[src/rtl/ram_pkg.sv]
// Shared sizes and types for the FIFO controller sitting in front of the 16x8 dual-port RAM.
package ram_pkg;

   localparam int DATA_W = 8;
   localparam int ADDR_W = 4;
   localparam int DEPTH  = 16;

   typedef logic [DATA_W-1:0] data_t;
   typedef logic [ADDR_W-1:0] addr_t;
   typedef logic [4:0]        cnt_t;

   // DEPTH is a power of two, so natural overflow of the address gives the wrap.
   function automatic addr_t next_ptr(input addr_t p);
      return p + addr_t'(1);
   endfunction

endpackage

[src/rtl/ram_fifo_skid.sv]
// Two-entry in-order buffer that catches RAM read data and presents the FIFO head.
module ram_fifo_skid
   import ram_pkg::*;
(
   input  logic              clk,
   input  logic              rst,
   input  logic              push,
   input  logic [DATA_W-1:0] push_data,
   input  logic              pop,
   output logic [1:0]        cnt,
   output logic [DATA_W-1:0] head
);

   data_t slot0;
   data_t slot1;

   assign head = slot0;

   // slot0 is always the head; a pop shifts slot1 forward.
   always_ff @(posedge clk) begin
      if (!rst) begin
         cnt   <= 2'd0;
         slot0 <= '0;
         slot1 <= '0;
      end else begin
         case ({push, pop})
            2'b10: begin
               if (cnt == 2'd0) slot0 <= push_data;
               else             slot1 <= push_data;
               cnt <= cnt + 2'd1;
            end
            2'b01: begin
               slot0 <= slot1;
               cnt   <= cnt - 2'd1;
            end
            2'b11: begin
               if (cnt == 2'd1) begin
                  slot0 <= push_data;
               end else begin
                  slot0 <= slot1;
                  slot1 <= push_data;
               end
            end
            default: ;
         endcase
      end
   end

endmodule

[src/rtl/ram_fifo_ctrl.sv]
// FIFO controller: turns a push stream into RAM writes and RAM reads into an in-order pop
// stream, with a two-word prefetch so the pop side can sustain one word per clock.
module ram_fifo_ctrl
   import ram_pkg::*;
(
   input  logic              clk,
   input  logic              rst,
   input  logic              in_valid,
   output logic              in_ready,
   input  logic [DATA_W-1:0] in_data,
   output logic              out_valid,
   input  logic              out_ready,
   output logic [DATA_W-1:0] out_data,
   output logic [4:0]        level,
   output logic              wr_enb,
   output logic [ADDR_W-1:0] wr_addr,
   output logic [DATA_W-1:0] wr_data,
   output logic              rd_enb,
   output logic [ADDR_W-1:0] rd_addr,
   input  logic [DATA_W-1:0] rd_data
);

   addr_t      wr_ptr;
   addr_t      rd_ptr;
   cnt_t       ram_cnt;
   logic       rd_pend;
   logic [1:0] skid_cnt;
   logic       pop;
   logic [2:0] skid_claim;

   assign in_ready = rst & (ram_cnt != cnt_t'(DEPTH));
   assign wr_enb   = in_valid & in_ready;
   assign wr_addr  = wr_ptr;
   assign wr_data  = in_data;

   assign out_valid = (skid_cnt != 2'd0);
   assign pop       = out_valid & out_ready;

   // Skid slots that will be occupied once the in-flight read lands and this cycle's pop leaves.
   assign skid_claim = {1'b0, skid_cnt} + {2'b00, rd_pend} - {2'b00, pop};
   assign rd_enb     = rst & (ram_cnt != '0) & (skid_claim < 3'd2);
   assign rd_addr    = rd_ptr;

   assign level = ram_cnt + cnt_t'(rd_pend) + cnt_t'(skid_cnt);

   always_ff @(posedge clk) begin
      if (!rst) begin
         wr_ptr  <= '0;
         rd_ptr  <= '0;
         ram_cnt <= '0;
         rd_pend <= 1'b0;
      end else begin
         if (wr_enb) wr_ptr <= next_ptr(wr_ptr);
         if (rd_enb) rd_ptr <= next_ptr(rd_ptr);
         rd_pend <= rd_enb;
         ram_cnt <= ram_cnt + cnt_t'(wr_enb) - cnt_t'(rd_enb);
      end
   end

   // rd_pend marks the cycle in which the RAM output carries the word requested one edge earlier.
   ram_fifo_skid u_skid (
      .clk       (clk),
      .rst       (rst),
      .push      (rd_pend),
      .push_data (rd_data),
      .pop       (pop),
      .cnt       (skid_cnt),
      .head      (out_data)
   );

endmodule
[config.mk]
export PLATFORM = sky130hd
export DESIGN_NAME = ram_fifo_ctrl
export DESIGN_NICKNAME = d
export VERILOG_FILES = /design/src/rtl/ram_pkg.sv /design/src/rtl/ram_fifo_skid.sv /design/src/rtl/ram_fifo_ctrl.sv
export SDC_FILE = /design/constraint.sdc
export NUM_CORES = 1
export LEC_CHECK = 0
export BUFFER_PORTS_ARGS = -buffer_cell sky130_fd_sc_hd__buf_2
export CAP_MARGIN = 20
export CORE_UTILIZATION = 26
export CTS_CLUSTER_SIZE = 16
export DETAILED_ROUTE_END_ITERATION = 10
export MAX_ROUTING_LAYER = met4
export PLACE_DENSITY_LB_ADDON = 0.3
export SLEW_MARGIN = 30
export SYNTH_ARGS = -nofsm -noshare
export SYNTH_HDL_FRONTEND = slang
export SYNTH_SLANG_ARGS = --single-unit
[constraint.sdc]
create_clock -name clk -period 3.6 [get_ports clk]
set_input_delay 0.18 -clock clk [delete_from_list [all_inputs] [get_ports clk]]
set_output_delay 0.18 -clock clk [all_outputs]
set_load 0.01 [all_outputs]
==> results of run 1 <==
[kinds of logic (layout without fill, tap and decap cells)]
group                    Yosys count  after routing  share of synthesized area (%)
flip-flops                        32             32                           37.4
buffers and inverters             30             67                           8.76
adder cells (fa/ha/maj)           16             16                           13.4
XOR/XNOR                          12             12                           6.13
AO/OA/AOI/OAI                     31             31                           11.7
multiplexers                      11             11                           6.42
AND/OR/NAND/NOR                   61             61                           16.2
[power by group]
part | internal (W) | switching, W | total (W)
Clock | 0.000205 | 0.000141 | 0.000345
Sequential | 0.000450 | 0.0000845 | 0.000535
Combinational | 0.000467 | 0.000501 | 0.000968
Total | 0.00112 | 0.000726 | 0.00185
[cells in the final DEF (no fill, tap or decap), drive strengths merged, types with 2 or more instances in the layout]
cell / instances
xor2: 4
fa: 4
clkbuf: 5
a31oi: 8
xnor2: 8
mux2i: 11
a21o: 2
nand4: 2
nor3: 3
nand2: 26
nor3b: 3
ha: 12
dfxtp: 32
buf: 44
o21ai: 12
a21oi: 6
nor2: 21
nand2b: 2
inv: 15
[flip-flops by register name, summed over array words and instances, names as in the netlist]
name	count
ram_cnt	5
rd_addr	4
rd_pend	1
u_skid.cnt	2
u_skid.head	8
u_skid.slot1	8
wr_addr	4
[worst min-delay path by stage]
stage | start | to | slack (ps) | cells after the start
CTS | rd_data[7] | u_skid.slot1[7] | 140 | 3
detailed placement | in_data[0] | wr_data[0] | 360 | 0
finish | rd_data[6] | u_skid.slot1[6] | 150 | 3
global route | rd_data[7] | u_skid.slot1[7] | 140 | 3
global placement | in_data[0] | wr_data[0] | 360 | 0
floorplan | rst | u_skid.head[0] | 320 | 2
[final cells by class]
| type | instances | area [µm²] | share of cell area (%) |
|---|---|---|---|
| clock buffers | 5 | 68.8 | 3.17 |
| clock inverters | 3 | 42.5 | 1.96 |
| inverters | 15 | 58.8 | 2.71 |
| multi-input cells | 131 | 1020 | 46.9 |
| flip-flops and latches | 32 | 646 | 29.8 |
| well taps | 77 | 96.3 | 4.44 |
| repair buffers | 44 | 240 | 11.1 |
[worst max-delay path: stages, from the launching register on]
cell	delay, ps
dfxtp_4	360
inv_4	40
ha_4	150
nand2b_4	140
xnor2_2	190
nand2_2	90
fa_2	600
or3b_4	400
nor2_4	120
ha_4	220
inv_2	60
ha_4	130
inv_2	40
fa_2	350
nand2b_4	160
a21oi_4	140
o21ai_1	70
nor3b_2	150
[metal layers]
metal  vias to the layer above  global-route usage (%)
met5                         -                       -
li1                        704                       -
met1                       634                    14.7
met2                        29                    16.5
met4                         0                    4.08
met3                         2                    2.58
[stage by stage]
step	total power, W	hold WS, ps	std cells	TNS [ps]
3_3_place_gp	0.00141	360	296	0
2_1_floorplan	0.00119	318	193	-30.3
3_5_place_dp	0.00141	360	296	0
4_1_cts	0.00177	145	304	0
5_1_grt	0.00201	144	307	-122
6_report	0.00185	151	307	0
[repair_timing]
item | CTS | global route
endpoints found under the setup margin | 0 | 1
resized for setup | 0 | 12
setup buffers | 0 | 3
==> run summary, run 1 <==
The flow ran to the end, and the final reports show no timing, DRC or antenna violations. The worst register-to-register path begins at u_skid.cnt[1]. Derived from the worst setup path, the maximum achievable clock frequency is 281 MHz. The share of layout cells above drive strength 1 is 33.5%, and the starting DRC count in detailed routing is 29. The routed design could run at a clock period as short as 3560 ps.

The logs give 48.5 ps for the worst slack at placement and 229 for the net count after synthesis. The logs give 6920 µm² for the area of the die and 6350 µm² for the area of the core. The largest driver fanout on the critical path was 4; the reported max-cap violation count was 0. The worst setup path is captured at a register. Power density over the cells: 852 nW/µm². The initialized floorplan defines 29 standard-cell rows. The max-slew violation count is 0. The run gives 2 as the H-tree depth. After detailed routing, the wire length on met1 is 1900 µm. The count of buffers added on input and output ports is 36. The final worst clock skew is 4.01 ps, and the average footprint of a synthesized cell is 8.88 µm².

The tightest min-delay check is of the input pin to register type. Across all layers, the routed design uses 1369 vias. The synthesized netlist contains 32 unique library cells.

The transition time of the tightest slew-check pin was 791 ps. The repair_antennas step left the layout with diodes totalling 0. In this run the tightest slew margin relative to its limit is 47.2%.

STA puts the critical path data required time at 3740 ps. Entering global routing, the biggest net connects 22 pins. IR analysis of the VDD net gives a maximum drop of 0.237 mV.

The final clock period utilization by the worst path came out at 98.8%. TritonCTS created 5 clock buffers. At the end of routability-driven placement, the weighted congestion stood at 0.715. Horizontal die dimension: 83.2 µm. The commonest cells after synthesis are dfxtp_1 (32), nand2_1 (26), nor2_1 (20).

The final wirelength is 3750 µm. In this run, synthesis inferred 0 flip-flops with an integrated enable. For this run, the share of the core covered by cells in the final layout is 34.2%. The logs give 1650 µm for the detailed-routed wire length on met2 and 6010 µm for the wire length of the first global-routing pass. For the initial core utilization, the log shows 27.0%. CTS saw 32 sinks. After synthesis, the cell types taking the most area are dfxtp_1 (37%), ha_1 (8.8%), mux2i_1 (6.4%). Synthesis produced 193 cells. Pin placement for this block handled 53 I/O pins.

Counting flops with an async set or reset pin after synthesis yields a share of 0%. The tools report the beginning of the critical path as u_skid.cnt[1]. The most frequent cell after synthesis was dfxtp_1.

The setup slack on the worst flop-to-flop path is 40 ps, and the final-report hold violation count is 0. After detailed routing, the number of vias per cell comes to 4.46. The depth of the worst register-to-register path works out to 17. Counting along the longest clock path gives a buffer depth of 2.

Initial antenna violation count: 0. In the routed design, unresolved DRC markers number 0. Dividing the detail-routed wire length by the instance count gives 12.2 µm. Wire segments on met3 add up to 157 µm in the final route. The count of synthesis-stage warnings from yosys is 0, and the half-perimeter wire length of the detailed placement result is 2640 µm. Relative to the synthesized area, the layout overhead comes to 26.6%. Summing the sequential cell areas from Yosys gives 37.4% of the chip area. For the worst-skew pair, the clock arrives at the later sink with an insertion delay of 280 ps. The uppermost metal layer occupied by signal nets was met4. The endpoint of the most critical register-to-register path is ram_cnt[4]. After clock tree synthesis, the clock-pin slew on the worst setup and hold paths is 70 ps. Summing all placed instances gives a cell area of 1980 µm². The tree is rooted in a clkbuf_8.

The die is 83.2 µm tall. In the post-route analysis, the smallest setup slack over all paths is 44.8 ps. In this run the remaining antenna-violating nets after routing total 0. The total overflow left after global routing is 0.

Post-synthesis register bit count: 32. Setup repair after global routing could not meet its margin everywhere. TritonCTS built the clock tree. The number of global-route vias before repair is 1259.

Startpoint class of the critical path: a register. Setup violations remaining at the end of the flow were counted as 0. The number of filler instances in the final layout was 667; the data arrival time of the critical path was 3690 ps. The mapped netlist covers 1710 µm². The hold buffer count at CTS is 0, and the total track usage is 11.1%.

Among all flip-flop cells after synthesis, the most frequent one is dfxtp_1. The first detailed-routing pass ran for 4 iterations. The most critical setup path has its endpoint at ram_cnt[4]. Post-synthesis cell type with the largest combined area: dfxtp_1. The cell leakage power is 0.967 nW. The category of the critical setup timing path was register to register. After routing the design area is 2170 µm². The synthesized design devotes to its leading area cell type 37.4% of total area. The final net count is 265.
No activity file was read; power rests on OpenSTA's default activity.
==> inputs of run 2 (changes only) <==
--- a/config.mk
+++ b/config.mk
@@ -12,6 +12,7 @@
 export DETAILED_ROUTE_END_ITERATION = 10
 export MAX_ROUTING_LAYER = met4
 export PLACE_DENSITY_LB_ADDON = 0.3
+export RECOVER_POWER = 100
 export SLEW_MARGIN = 30
 export SYNTH_ARGS = -nofsm -noshare
 export SYNTH_HDL_FRONTEND = slang
==> run summary, run 2 (synthesis gave the netlist of run 1 again) <==
The row count is 29, and the instance area at placement is 1980 µm². The tools report the endpoint of the most critical register-to-register path as ram_cnt[4]. The clock passes through at most 2 buffers. Routability-driven placement finished with a final weighted congestion of 0.715. Wires add up to 3760 µm.

The run finished with clean final reports. For the final instance count without filler cells, the log shows 307. The tools report the number of filler instances in the final layout as 681. The first global-routing pass estimated 6010 µm of wire. The run gives 0 ps as the sum of negative setup slack. Area of the die: 6920 µm².

The worst path in the final design needs a cycle of 3560 ps, including I/O delays and setup. Port buffering added 36 buffers. The core utilization of the finished layout came out at 33.9%.

Traced cell by cell, the critical path runs through inv_4 > ha_4 > nand2b_4 > xnor2_2 > nand2_2 > fa_2 > or3b_4 > nor2_4 > ha_4 > inv_2 > ha_4 > inv_2 > fa_2 > nand2b_4 > a21oi_4 > o21ai_1 > nor3b_2. The first TritonRoute pass finished after 4 iterations. The worst hold path belongs to the class input pin to register.

The H-tree depth was 2. The critical path starts at u_skid.cnt[1]. The largest driver fanout on the critical path was 4; the data arrival time of the critical path was 3690 ps.

Clock tree synthesis selected as its root buffer the cell clkbuf_8. The logs give 265 for the final net count and 280 ps for the insertion delay to the later sink of the worst-skew pair. For this run, the total global-route usage over all layers was measured as 11.1%.

In this run, the number of DRC markers left after iteration 0 of detailed routing was 32. Max-slew violation count: 0. The initial antenna violation count was 0. At the placement stage, the worst setup path has a slack of 48.5 ps.

Slowest cell on the critical path: fa_2. For the number of global-route vias before repair, the log shows 1259. Based on the critical path, the design can be clocked at up to 281 MHz.

The post-detailed-route count of antenna-violating nets was 0. Startpoint of the worst hold path: rd_data[6]. The post-layout instance area is 2150 µm², and the final worst clock skew is 4.30 ps. On the critical path the largest part of the delay comes from adder cells. The logs give 22 for the largest net degree at the start of global routing and 296 for the number of cells after detailed placement.

The count of endpoints failing setup in the final report was 0. Setup repair after global routing could not meet its margin everywhere. The layout-stage area growth over the synthesis result came out at 25.4%. Clock input transition at the sequential cells of the worst setup and hold paths: 70 ps. For this design the static power due to leakage is 0.902 nW.

The endpoint of the worst hold-timing path was u_skid.slot1[6]. 0 antenna diodes ended up in the layout. The tools report the worst path required time as 3740 ps. The transition time of the tightest slew-check pin was 791 ps. The category of the critical setup timing path is register to register.

Maximum resistive drop on vdd: 0.237 mV. The leading cell type in the layout, fill and taps excluded is dfxtp_1. Global routing finished with a remaining overflow of 0. The horizontal die dimension came out at 83.2 µm.

The worst register-to-register path has a depth of 17. The worst setup path is captured at a register. The setup slack of the critical path after layout is 44.5 ps, and the power density over the cells is 855 nW/µm². For this run, design rule violations remaining after detail routing come to 0. The cell that appears most often on the critical path is ha_4. The final-report hold violation count came out at 0.

The tools report the startpoint class of the critical path as a register. Of the cells placed in the final design, the portion with a size suffix greater than 1 is 26.5%. Area of the core: 6350 µm².

The tools report the source of the worst register-to-register timing path as u_skid.cnt[1]. The floorplan step set the die height to 83.2 µm. TritonCTS built the clock tree.

Across the run, the number of max-cap violations was 0. For the total CTS buffers, the log shows 5. The clock drives 32 sinks. The buffer and inverter count on the worst path is 3, and the relative max-transition margin is 47.2%. The vias per cell came out at 4.46.

The tools report the setup slack on the worst flop-to-flop path as 40 ps. For this design the top-level I/O count stands at 53. Detailed placement ended at an HPWL of 2640 µm.

On the worst path, the slowest cell contributes a delay of 600 ps. The total vias in the final route was 1370. The top cell types in the final layout, fill and taps aside, are dfxtp_1 (30), nand2_1 (25), buf_2 (20). The initial core utilization came out at 27.0%. Detailed-route wire length per cell: 12.2 µm. Counting instances, the worst hold path has a depth of 3.

The final clock period utilization by the worst path is 98.8%.
[run 2: cell count changes in the layout (fill, tap and decap cells not counted), sizes merged]
cell    delta
clkbuf    +16
buf       -16
[run 2: timing repair]
| action | 4_1_cts | 5_1_grt |
|---|---|---|
| endpoints found under the setup margin | 0 | 1 |
| gates resized for setup | 0 | 12 |
| buffers inserted | 0 | 3 |
| hold buffers | 0 | 0 |
[run 2: how the worst max path moves through the flow]
stage                 end  cells past startpoint
2_1_floorplan  ram_cnt[4]                     19
4_1_cts        ram_cnt[4]                     17
3_5_place_dp   ram_cnt[4]                     17
3_3_place_gp   ram_cnt[4]                     17
6_report       ram_cnt[4]                     17
5_1_grt        ram_cnt[4]                     17
[run 2: worst min-delay path, delay by kind of cell]
family,cells,cell delay [ps]
and+or+nand+nor,1,70
buffers and inverters,1,90
muxes,1,60
[run 2: stage by stage]
stage	power, W	hold WS (ps)
2_1_floorplan	0.00119	318
3_3_place_gp	0.00141	360
3_5_place_dp	0.00141	360
4_1_cts	0.00177	145
5_1_grt	0.00200	144
6_report	0.00184	151
[run 2: metal layers]
layer  global-route usage, %  wire [µm]  up-vias
met5                       -          0        -
met3                    2.58        152        2
met1                    14.7       1920      634
met4                    4.08         32        0
met2                    16.5       1650       29
li1                        -          -      705
[run 2: cell type report]
type,instances,area [µm²],share of cell area [%]
timing repair buffer,44,220,10.2
tap,77,96.3,4.48
multi-input combinational,131,1020,47.3
clock buffer,5,68.8,3.20
inverter,15,58.8,2.74
sequential,32,646,30.0
clock inverter,3,42.5,1.98
[run 2: power breakdown]
group,total (W),switching [W],leakage [nW],internal (W)
Combinational,0.000956,0.000502,0.585,0.000454
Sequential,0.000536,0.0000858,0.263,0.000450
Clock,0.000346,0.000141,0.0541,0.000205
Total,0.00184,0.000729,0.902,0.00111
==> inputs of run 3 (changes only) <==
==> constraint.sdc (replaced) <==
create_clock -name clk -period 3.6 [get_ports clk]
set_input_delay 1.08 -clock clk [delete_from_list [all_inputs] [get_ports clk]]
set_output_delay 1.08 -clock clk [all_outputs]
set_load 0.01 [all_outputs]
==> run summary, run 3 (synthesis gave the netlist of run 1 again) <==
The maximum resistive drop on vdd was 0.407 mV; the relative max-transition margin was 0.845%. The insertion delay to the later sink of the worst-skew pair is 290 ps. The tightest min-delay check is of the register to register type. The run gives 6350 µm² as the area of the core. The final clock period utilization by the worst path was 105%; the horizontal die dimension was 83.2 µm. The number of global-route vias before repair is 1335, and the post-detailed-route count of antenna-violating nets is 0. The run gives 264 MHz as the timing-limited maximum frequency. By instance count, the cell type seen most on the critical path is buf_6. Along the worst path, the maximum fanout reaches 2. The number of buffers added on ports is 36, and the area of the die is 6920 µm². The tools report the starting DRC count in detailed routing as 69.

The hold buffer count at CTS is 0, and the final net count is 277. The logs give 0 for the max-slew violation count and 1 for the reported max-cap violation count. In this run the deepest clock path goes through 2 buffers.

TritonCTS built the clock tree. The number of cells after detailed placement came out at 307. Buffer type at the clock tree root: clkbuf_8. Counting every sink on the clock net gives 32. The repair_antennas step left the layout with diodes totalling 0. The largest stage delay on the critical path came out at 530 ps. The startpoint identified for the worst hold timing path is wr_addr[3]. Data on the critical path arrives at its endpoint at 2710 ps.

In the final routed layout, each cell accounts on average for 11.5 µm. The beginning of the critical path was out_ready. The final instance count without filler cells was 319. The flow ran to the end, but the final reports show violations. The total CTS buffers is 5. The checks that failed: max-capacitance violations, negative setup slack. The routed design has 3670 µm of wire. Traced cell by cell, the critical path runs through buf_8 > nand2b_4 > xnor2_4 > nand2_2 > fa_2 > or3b_4 > nor2_4 > buf_6 > buf_6. Clock input transition at the sequential cells of the worst setup and hold paths: 70 ps. Among all stages on the critical path, the largest delay is contributed by fa_2.

The logs give 0 for the DRC violation count after routing and 11.2 ps for the final worst clock skew. Before antenna repair, the detailed router went through 4 iterations. For the total power draw, the log shows 0.00193 W. At the end of routability-driven placement, the weighted congestion stood at 0.731. Global routing used 11.2% of the available tracks across all layers. The tools report the kind of capture point of the worst setup path as an output port. The cell leakage power is 0.965 nW, and the H-tree depth is 2.

Once detailed placement completed, the half-perimeter wirelength came to 2680 µm. The worst setup path is launched from an input pin. The power density over the cells works out to 854 nW/µm². The final-report hold violation count was 0.

The wire length of the first global-routing pass is 6030 µm, and the largest net degree at the start of global routing is 17. The initial core utilization was 27.0%. The share of layout cells above drive strength 1 is 27.7%.

The sum of negative setup slack was -357 ps; the residual overflow from global routing was 0. The shortest clock period the worst path allows after layout works out to 3790 ps. The setup slack on the worst flop-to-flop path was -10 ps; the row count was 29.

For this design the top-level I/O count stands at 53. The setup slack of the critical path after layout is -193 ps. In this run the vertical extent of the chip is 83.2 µm. Leaving out fill and tap cells, the most frequent cell in the layout is dfxtp_1.

Across all layers, the routed design uses 1406 vias. The count of endpoints failing setup in the final report was 2; the worst path required time was 2520 ps. The tools report the number of filler instances in the final layout as 652. Setup repair after global routing could not meet its margin everywhere. In the layout the commonest cells are dfxtp_1 (32), nand2_1 (25), nor2_1 (19).

Hold is met by 468 ps. The setup path with the least slack is of type input pin to output port. In the routed layout, each cell is associated on average with a via count of 4.41. In this run the critical register-to-register path is launched from u_skid.cnt[0]. For the initial antenna violation count, the log shows 0.

Prior to clock tree synthesis, the placed netlist has a worst setup slack of -434 ps. Relative to the synthesized area, the layout overhead comes to 31.5%. For the pin with the worst max-slew slack, the measured transition is 1470 ps.
## run 3: cell count changes in the layout (fill, tap and decap cells not counted), moves of 2 or more
cell      before  now
inv_1         10   12
buf_4          8   17
clkbuf_1      16   18
buf_2         20   18
buf_6          0    3
inv_2          4    2
dfxtp_1       30   32
## run 3: power breakdown
group,switching (W),leakage (nW),total (W),internal (W)
Combinational,0.000525,0.648,0.00106,0.000537
Sequential,0.0000768,0.262,0.000524,0.000447
Clock,0.000135,0.0552,0.000340,0.000205
## run 3: final timing paths
kind                              endpoint  cells past startpoint
worst max-delay path                rd_enb                      9
worst max register to register  ram_cnt[4]                     18
worst min register to register  wr_addr[3]                      1
worst min-delay path            wr_addr[3]                      1
## run 3: per-stage QoR
step / util [%] / area [µm²]
floorplan: - / 1770
global placement: 32.4 / 2060
detailed placement: 32.4 / 2060
CTS: 34.9 / 2210
global route: 35.5 / 2250
finish: 35.5 / 2250
## run 3: worst max-delay path: cells and delay by family
family | cells | cell delay (ps)
AND/OR/NAND/NOR | 4 | 690
adder cells (fa/ha/maj) | 1 | 530
buffers and inverters | 3 | 290
XOR/XNOR | 1 | 120
## run 3: layout make-up
class                           count  area, µm²  area share (%)
Clock buffer                        6       72.6            3.22
Multi-Input combinational cell    131       1020            45.3
Inverter                           15       58.8            2.61
Tap cell                           77       96.3            4.27
Sequential cell                    32        641            28.4
Clock inverter                      2       35.0            1.55
Timing Repair Buffer               56        330            14.7
## run 3: per-layer routing
| metal | part of all wire, % | wire [µm] | global-route usage, % | vias to the layer above |
|---|---|---|---|---|
| met5 | 0 | 0 | - | - |
| met3 | 4.7 | 171 | 3.88 | 6 |
| met2 | 46 | 1680 | 17.3 | 28 |
| li1 | - | - | - | 725 |
| met4 | 1.0 | 38 | 3.76 | 0 |
| met1 | 49 | 1790 | 13.8 | 647 |
## run 3: timing repair
item,CTS,global route
pin swaps,3,8
setup buffers,3,1
endpoints found under the setup margin,2,5
cloned,0,0
resized for setup,7,11
